`src/rtl/adc_led_meter_if.sv`:
```
// ADC sample / debug LED bundle for adc_led_meter.
// master drives the ADC samples; slave (the meter) drives the LEDs.
interface adc_led_meter_if;
  logic [11:0] adc_data;
  logic        adc_otr;
  logic        adc_valid;
  logic        led_ok;
  logic [2:0]  led_bar;
  logic [10:0] peak_mag;
  logic        window_done;

  modport master (
    output adc_data, adc_otr, adc_valid,
    input  led_ok, led_bar, peak_mag, window_done
  );

  modport slave (
    input  adc_data, adc_otr, adc_valid,
    output led_ok, led_bar, peak_mag, window_done
  );
endinterface

```
`src/rtl/adc_led_meter.sv`:
```
// adc_led_meter: windowed peak bar LEDs and stretched overrange LED.
// Define ADC_LED_PEAKHOLD_EN to drive the bar from a decaying hold.
module adc_led_meter #(
  parameter int WINDOW_LEN  = 4096,
  parameter int OTR_HOLD    = 4800000,
  parameter int LAMP_CYCLES = 24000000,
  parameter int TH1         = 256,
  parameter int TH2         = 512,
  parameter int TH3         = 1024
) (
  input logic            clk,
  input logic            rst,
  adc_led_meter_if.slave bus
);

  localparam int LW = (LAMP_CYCLES > 1) ? $clog2(LAMP_CYCLES) : 1;
  localparam int HW = (OTR_HOLD > 1) ? $clog2(OTR_HOLD) : 1;
  localparam int WW = $clog2(WINDOW_LEN);

  typedef enum logic {
    LAMP,
    RUN
  } state_t;

  state_t        state_q;
  state_t        state_d;
  logic          in_lamp;
  logic          in_run;
  logic [LW-1:0] lamp_cnt;
  logic          lamp_done;

  logic          sample_ok;
  logic          otr_load;
  logic [10:0]   mag;
  logic [10:0]   mag_q;
  logic          mag_v;
  logic          last_q;
  logic [WW-1:0] win_cnt;
  logic          win_last;
  logic [10:0]   acc;
  logic [10:0]   win_max;
  logic          close;
  logic [10:0]   peak_q;
  logic          done_q;
  logic [10:0]   bar_src;
  logic [HW-1:0] hold_cnt;
  logic          led_ok_q;
  logic [2:0]    led_bar_q;

  function automatic logic [2:0] thermo(input logic [10:0] v);
    thermo = {v >= 11'(TH3), v >= 11'(TH2), v >= 11'(TH1)};
  endfunction

  always_ff @(posedge clk or posedge rst) begin
    if (rst) state_q <= LAMP;
    else     state_q <= state_d;
  end

  always_comb begin
    state_d = state_q;
    unique case (state_q)
      LAMP:    if (lamp_done) state_d = RUN;
      RUN:     state_d = RUN;
      default: state_d = LAMP;
    endcase
  end

  always_comb begin
    in_lamp = 1'b0;
    in_run  = 1'b0;
    unique case (state_q)
      LAMP:    in_lamp = 1'b1;
      RUN:     in_run  = 1'b1;
      default: in_lamp = 1'b1;
    endcase
  end

  assign lamp_done = lamp_cnt == LW'(LAMP_CYCLES - 1);

  always_ff @(posedge clk or posedge rst) begin
    if (rst)
      lamp_cnt <= '0;
    else if (in_lamp && !lamp_done)
      lamp_cnt <= lamp_cnt + 1'b1;
  end

  assign sample_ok = in_run && bus.adc_valid;
  assign otr_load  = sample_ok && bus.adc_otr;
  assign win_last  = win_cnt == WW'(WINDOW_LEN - 1);

  // |x| of a negative value is 2048 - x[10:0]; x = -2048 saturates.
  always_comb begin
    mag = bus.adc_data[10:0];
    if (bus.adc_data[11])
      mag = (bus.adc_data[10:0] == '0) ? 11'h7ff
                                       : ~bus.adc_data[10:0] + 11'd1;
  end

  always_ff @(posedge clk or posedge rst) begin
    if (rst) begin
      mag_q   <= '0;
      mag_v   <= 1'b0;
      last_q  <= 1'b0;
      win_cnt <= '0;
    end else begin
      mag_v  <= sample_ok;
      last_q <= sample_ok && win_last;
      if (sample_ok) begin
        mag_q   <= mag;
        win_cnt <= win_last ? '0 : win_cnt + 1'b1;
      end
    end
  end

  assign win_max = (mag_q > acc) ? mag_q : acc;
  assign close   = mag_v && last_q;

  always_ff @(posedge clk or posedge rst) begin
    if (rst) begin
      acc    <= '0;
      peak_q <= '0;
      done_q <= 1'b0;
    end else begin
      done_q <= close;
      if (close) begin
        peak_q <= win_max;
        acc    <= '0;
      end else if (mag_v) begin
        acc <= win_max;
      end
    end
  end

`ifdef ADC_LED_PEAKHOLD_EN
  logic [10:0] hold_q;
  logic [10:0] hold_dec;

  always_comb begin
    priority case (1'b1)
      hold_q >= 11'(TH3): hold_dec = 11'(TH2);
      hold_q >= 11'(TH2): hold_dec = 11'(TH1);
      default:            hold_dec = '0;
    endcase
  end

  always_ff @(posedge clk or posedge rst) begin
    if (rst)
      hold_q <= '0;
    else if (close)
      hold_q <= (win_max > hold_dec) ? win_max : hold_dec;
  end

  assign bar_src = hold_q;
`else
  assign bar_src = peak_q;
`endif

  always_ff @(posedge clk or posedge rst) begin
    if (rst)
      hold_cnt <= '0;
    else if (otr_load)
      hold_cnt <= HW'(OTR_HOLD - 1);
    else if (hold_cnt != '0)
      hold_cnt <= hold_cnt - 1'b1;
  end

  always_ff @(posedge clk or posedge rst) begin
    if (rst) begin
      led_ok_q  <= 1'b0;
      led_bar_q <= 3'b000;
    end else if (in_lamp) begin
      led_ok_q  <= 1'b1;
      led_bar_q <= 3'b111;
    end else begin
      led_ok_q  <= !(otr_load || hold_cnt != '0);
      led_bar_q <= thermo(bar_src);
    end
  end

  assign bus.led_ok      = led_ok_q;
  assign bus.led_bar     = led_bar_q;
  assign bus.peak_mag    = peak_q;
  assign bus.window_done = done_q;

endmodule

```
`src/flat_wrapper.sv`:
```
// flat-port wrapper written by rule: the top's interface ports become plain ports
module adc_led_meter_flat 
#(
  parameter int WINDOW_LEN  = 4096,
  parameter int OTR_HOLD    = 4800000,
  parameter int LAMP_CYCLES = 24000000,
  parameter int TH1         = 256,
  parameter int TH2         = 512,
  parameter int TH3         = 1024
)
  (clk, rst, bus_adc_data, bus_adc_otr, bus_adc_valid, bus_led_ok, bus_led_bar, bus_peak_mag, bus_window_done);
  adc_led_meter_if bus_i ();
  input logic clk;
  input logic rst;
  input wire logic [$bits(bus_i.adc_data)-1:0] bus_adc_data;
  input wire logic [$bits(bus_i.adc_otr)-1:0] bus_adc_otr;
  input wire logic [$bits(bus_i.adc_valid)-1:0] bus_adc_valid;
  output wire logic [$bits(bus_i.led_ok)-1:0] bus_led_ok;
  output wire logic [$bits(bus_i.led_bar)-1:0] bus_led_bar;
  output wire logic [$bits(bus_i.peak_mag)-1:0] bus_peak_mag;
  output wire logic [$bits(bus_i.window_done)-1:0] bus_window_done;
  assign bus_i.adc_data = bus_adc_data;
  assign bus_i.adc_otr = bus_adc_otr;
  assign bus_i.adc_valid = bus_adc_valid;
  assign bus_led_ok = bus_i.led_ok;
  assign bus_led_bar = bus_i.led_bar;
  assign bus_peak_mag = bus_i.peak_mag;
  assign bus_window_done = bus_i.window_done;
  adc_led_meter #(.WINDOW_LEN(WINDOW_LEN), .OTR_HOLD(OTR_HOLD), .LAMP_CYCLES(LAMP_CYCLES), .TH1(TH1), .TH2(TH2), .TH3(TH3)) u_core (.clk(clk), .rst(rst), .bus(bus_i));
endmodule
```
`config.mk`:
```
export PLATFORM = sky130hd
export DESIGN_NAME = adc_led_meter_flat
export DESIGN_NICKNAME = d
export VERILOG_FILES = /design/src/rtl/adc_led_meter_if.sv /design/src/rtl/adc_led_meter.sv /design/src/flat_wrapper.sv
export SDC_FILE = /design/constraint.sdc
export NUM_CORES = 1
export LEC_CHECK = 0
export ABC_AREA = 1
export CAP_MARGIN = 20
export CORE_AREA = 8 8 108 110
export DETAILED_ROUTE_END_ITERATION = 12
export DIE_AREA = 0 0 116 118
export GPL_TIMING_DRIVEN = 0
export PLACE_DENSITY_LB_ADDON = 0.08
export SLEW_MARGIN = 20
export SYNTH_ARGS = -nofsm -noshare
export SYNTH_HDL_FRONTEND = slang
export SYNTH_SLANG_ARGS = --single-unit
```
`constraint.sdc`:
```
create_clock -name clk -period 4.4 [get_ports clk]
set_input_delay 0.88 -clock clk [delete_from_list [all_inputs] [get_ports clk]]
set_output_delay 0.88 -clock clk [all_outputs]
set_load 0.1 [all_outputs]
```
Yosys cells after proc, flatten, opt, wreduce, memory -nomap -nowiden:

Index checks and enable logic that the tools add are counted.

* bitwise operators: 2
* equal/unequal tests: 2
* add/sub/neg operators: 4
* reductions and logical operators: 12
* mux-type cells: 14
* magnitude comparators: 4

Operator list (count)
* 11-bit two-way mux: 5
* 23-bit two-way mux: 2
* 25-bit by 1-bit adder with 25-bit output (second input constant): 1
* 25-bit == test (second input constant): 1
* 23-bit nonzero test: 1
* 23-bit by 1-bit subtractor with 23-bit output (second input constant): 1
* 12-bit by 1-bit adder with 12-bit output (second input constant): 1
* 12-bit == test (second input constant): 1
* 12-bit two-way mux: 1
* 11-bit by 1-bit adder with 11-bit output (second input constant): 1
* 11-bit by 10-bit >= comparator with 1-bit output (second input constant): 1
* 11-bit >= comparator (second input constant): 1
* 11-bit by 9-bit >= comparator with 1-bit output (second input constant): 1
* 11-bit greater-than comparator: 1
* 11-bit logical NOT: 1
* 11-bit inverter: 1
* 1-bit logical AND: 5
* 1-bit two-way mux: 4
* 2-bit nonzero test: 2
* 3-bit two-way mux: 1
* 1-bit logical NOT: 2
* 1-bit one-hot mux with 2 select lines: 1
* 1-bit logical OR: 1
* 1-bit inverter: 1

* input bits: 16
* flip-flop bits (word level): 101
* logic and storage cells: 50
* output and inout port bits: 16

Logic depth before layout (Yosys ltp):

* word-level depth: 6
* gate-level depth with buffers: 12
* mapped depth without buffers: 12

Worst setup path after synthesis:

Ideal clock, no wire load.

* path kind: input -> register
* start point: input bus_adc_data[0]
* end point: register u_core.mag_q[5]
* buffers on the path: 0
* required time: 4.337 ns
* data arrival time: 1.831 ns
* stages: 10
* slack: 2.506 ns
* setup time: 0.063 ns
* path through: inv_1 > ha_1 > nand2_1 > nor2_1 > nand4_1 > nand2_1 > inv_1 > nand2_1 > o21ai_0 > inv_1

* cells in the longest elaborated chain, start to end: 4
* elaborated cells on any way between the ends: 5
* those cells by class: 1 x add/sub; 2 x mux; 1 x bitwise; 1 x reduce/logical

Ends and longest elaborated chain
* start, declared: RTL line flat_wrapper.sv:15 `input wire logic [$bits(bus_i.adc_data)-1:0] bus_adc_data;`
* 11-bit inverter: RTL line adc_led_meter.sv:96 `: ~bus.adc_data[10:0] + 11'd1;`
* 11-bit by 1-bit adder with 11-bit output: RTL line adc_led_meter.sv:96
* 11-bit two-way mux (*): RTL line adc_led_meter.sv:95 `mag = (bus.adc_data[10:0] == '0) ? 11'h7ff`
* 11-bit two-way mux (*): RTL line adc_led_meter.sv:94 `if (bus.adc_data[11])`
* end signal, assigned: RTL line adc_led_meter.sv:109 `mag_q <= mag;`
* end, declared: RTL line adc_led_meter.sv:35 `logic [10:0] mag_q;`

Mark *: on every way between the ends. The rest lies on a longest branch, timed or not.
A chain may end at the register's enable or synchronous reset.

Final worst setup path:

* start point: register u_core.peak_q[8], in the netlist u_core.bus.peak_mag[8]
* end point: output bus_peak_mag[8]

RTL lines
* start, declared: RTL line adc_led_meter.sv:43 `logic [10:0] peak_q;`
* start signal, assigned: RTL line adc_led_meter.sv:126 `peak_q <= win_max;`
* end, declared: RTL line flat_wrapper.sv:20 `output wire logic [$bits(bus_i.peak_mag)-1:0] bus_peak_mag;`

No word-level cell between the ends.

==> results.toml <==
[cts]
cts_setup_buffers = 0
cts_tree = "done"
clk_pin_slew_ns = 0.10
numCtsBuffers = 9
h-tree-depth = 3
clk_path_buf_depth = 2
cts_root_buf = "clkbuf_8"
clk_latency_ns = 0.39
clkSinkCount = 101
cts-hold-fix-buffers = 0
cts-resized-gates = 0

[power_and_ir_drop]
p_sw_share_pct = 24.63
switching_power_mw = 0.3855
power.internal_mw = 1.180
leakagePower_nw = 3.114
p_comb_share_pct = 3.5
ir_drop_uv = 230.1
powerDensity_nw_per_um2 = 241.4
p_clk_share_pct = 37.2
pwr-share-seq_pct = 59.3
total_power_mw = 1.565

[floorplanning]
io_pins = 32
die_area_um2 = 13690
fp.dieW_um = 116
die_h_um = 118
core.rowCount = 37
core_area_um2 = 10000
start_util_pct = 57.81

[yosys]
ys_seq_area_share_pct = 43.72
async_flop_share_pct = 100.0
syn_inst = 795
syn_nets = 826
yosys-top-cells-area = "dfrtp_1, nand2_1, nor2_1, nand3_1, inv_1"
synth_most_common_cell = "nand2_1"
synth_area_per_cell_um2 = 7.271
yosys_warnings = 0
synth-seq-cells = 101
synth-edff-count = 0
ys_types = 35
yosysTopAreaCellShare_pct = 43.72
synth-main-ff-cell = "dfrtp_1"
yosysTopAreaCell = "dfrtp_1"
syn-cell-area_um2 = 5781
synth_common_cells = "nand2_1, nor2_1, dfrtp_1, inv_1, nand3_1"

[grt]
grt_usage_pct = 19.94
grt_pass1_vias = 4876
grt_antenna_before_repair = 0
grt_pass1_wl_um = 22140
grt_max_degree = 82
grt_overflow = 0

[status]
outcome = "completed"

[worst_setup_path]
required_ns = 3.52
slowest_delay_ns = 1.15
slowest_stage = "clkdlybuf4s50_1"
crit_type = "register to output port"
path_max_fanout = 3
start_kind = "register"
cp_num_buf_inv = 1
cp_cell_sequence = "clkdlybuf4s50_1"
critPathCaptureType = "output port"
crit_family = "buffers and inverters"
worstPathArrival_ns = 1.93

[routing]
top_layer_used = "met4"
dr_wl_met3_um = 557
dr_wl_met2_um = 6105
totalWireLength_um = 12730
drc = 0
viasPerCell = 5.213
ant_nets = 0
wl_met1_um = 5841
vias = 5104
drt_iter0_markers = 303
wl_per_cell_um = 13.01
dr.pass1.iters = 5

[final_layout]
multi_input_area_um2 = 2794
final_cell_area_um2 = 6484
fin_util_pct = 64.84
regArea_um2 = 2527
fillers = 886
final_nets = 869
drive_above_1_share_pct = 5.219
antenna_cells = 0
syn_to_final_growth_pct = 12.16

[placed_design]
dp_hpwl_um = 9634
place_congestion = 0.9139
placed_cell_area_um2 = 6294
port-buffer-count = 31

[timing]
setup_viol = 0
worst_pin_slew_ns = 0.9788
rsz0062_at_grt = "false"
fmax_mhz = 356.1
hold_viol_final = 0
period_minus_slack_ns = 2.808
slew_headroom_pct = 34.54
min_period_over_period_pct = 63.83
slew_viol_final = 0
skew_ns = 0.01155
worst_hold_slack_ns = 0.4864

[flow_run]
drv_cap = 0

[worst_hold_path]
hold_path_class = "register to register"
metrics by stage:
stage,setup TNS [ns],instances,setup slack [ns]
after global routing,0,979,1.522
after floorplan,0,795,0.8729
after detailed placement,0,963,1.791
after CTS,0,979,1.554
final,0,979,1.592
after global placement,-52.84,962,-0.5291
sequential cells by signal, indices dropped and copies added, names as in the netlist, 3 cells and up:
name / cells
u_core.lamp_cnt: 25
u_core.mag_q: 11
u_core.hold_cnt: 23
u_core.bus.peak_mag: 11
u_core.win_cnt: 12
u_core.bus.led_bar: 3
u_core.acc: 11
cell usage in the layout (no fill, tap or decap), types with 4 or more instances in the layout:
cell,netlist,layout
nand2_1,259,259
nor2_1,103,103
dfrtp_1,101,101
inv_1,89,88
nand3_1,67,67
clkdlybuf4s50_1,0,31
o21ai_0,20,20
nor3_1,18,18
xnor2_1,17,17
xor2_1,16,16
ha_1,15,15
nand4_1,14,14
a21oi_1,13,13
nand3b_1,10,10
clkbuf_8,0,10
buf_2,9,9
clkbuf_1,6,6
or2_2,6,6
o21ai_1,5,5
inv_6,0,4
cell type report:
class                           count  share of cell area (%)
Sequential cell                   101                   38.98
Tap cell                          136                   2.624
Inverter                           92                   5.423
Timing Repair Buffer               32                   5.210
Clock buffer                       10                   2.123
Multi-Input combinational cell    582                   43.09
Clock inverter                      6                  0.8105
Buffer                             20                   1.737
power groups by stage:
| stage | combinational [mW] | sequential (mW) | clock [mW] |
|---|---|---|---|
| 6_report | 0.0550 | 0.927 | 0.583 |
| 4_1_cts | 0.0564 | 0.928 | 0.602 |
| 3_5_place_dp | 0.0563 | 0.946 | 0 |
| 3_3_place_gp | 0.0514 | 0.946 | 0 |
| 5_1_grt | 0.0633 | 0.928 | 0.642 |
| 2_1_floorplan | 0.0281 | 0.946 | 0 |
layer usage:
layer | vias up | track usage [%]
met5 | - | 0
met4 | 0 | 8.029
li1 | 2594 | -
met1 | 2382 | 25.16
met2 | 109 | 31.67
met3 | 19 | 5.080
logic make-up (layout without fill, tap and decap cells):
group | Yosys count | in the layout | share of synthesized area (%)
flip-flops | 101 | 101 | 43.72
AO/OA/AOI/OAI | 50 | 50 | 4.762
AND/OR/NAND/NOR | 483 | 483 | 35.15
buffers and inverters | 112 | 160 | 7.943
adder cells (fa/ha/maj) | 15 | 15 | 3.247
multiplexers | 1 | 1 | 0.1732
XOR/XNOR | 33 | 33 | 5.000
final timing paths:
path	start	slack (ns)	cells past startpoint	end
max in group asynchronous	rst	2.96	3	u_core.hold_cnt[18]
min in group asynchronous	rst	0.79	2	u_core.win_cnt[4]
min	u_core.bus.peak_mag[1]	0.49	2	u_core.bus.peak_mag[1]
max reg2reg	u_core.hold_cnt[0]	2.45	10	u_core.hold_cnt[7]
min reg2reg	u_core.bus.peak_mag[1]	0.49	2	u_core.bus.peak_mag[1]
max	u_core.bus.peak_mag[8]	1.59	1	bus_peak_mag[8]
(Power assumes the default switching activity.)
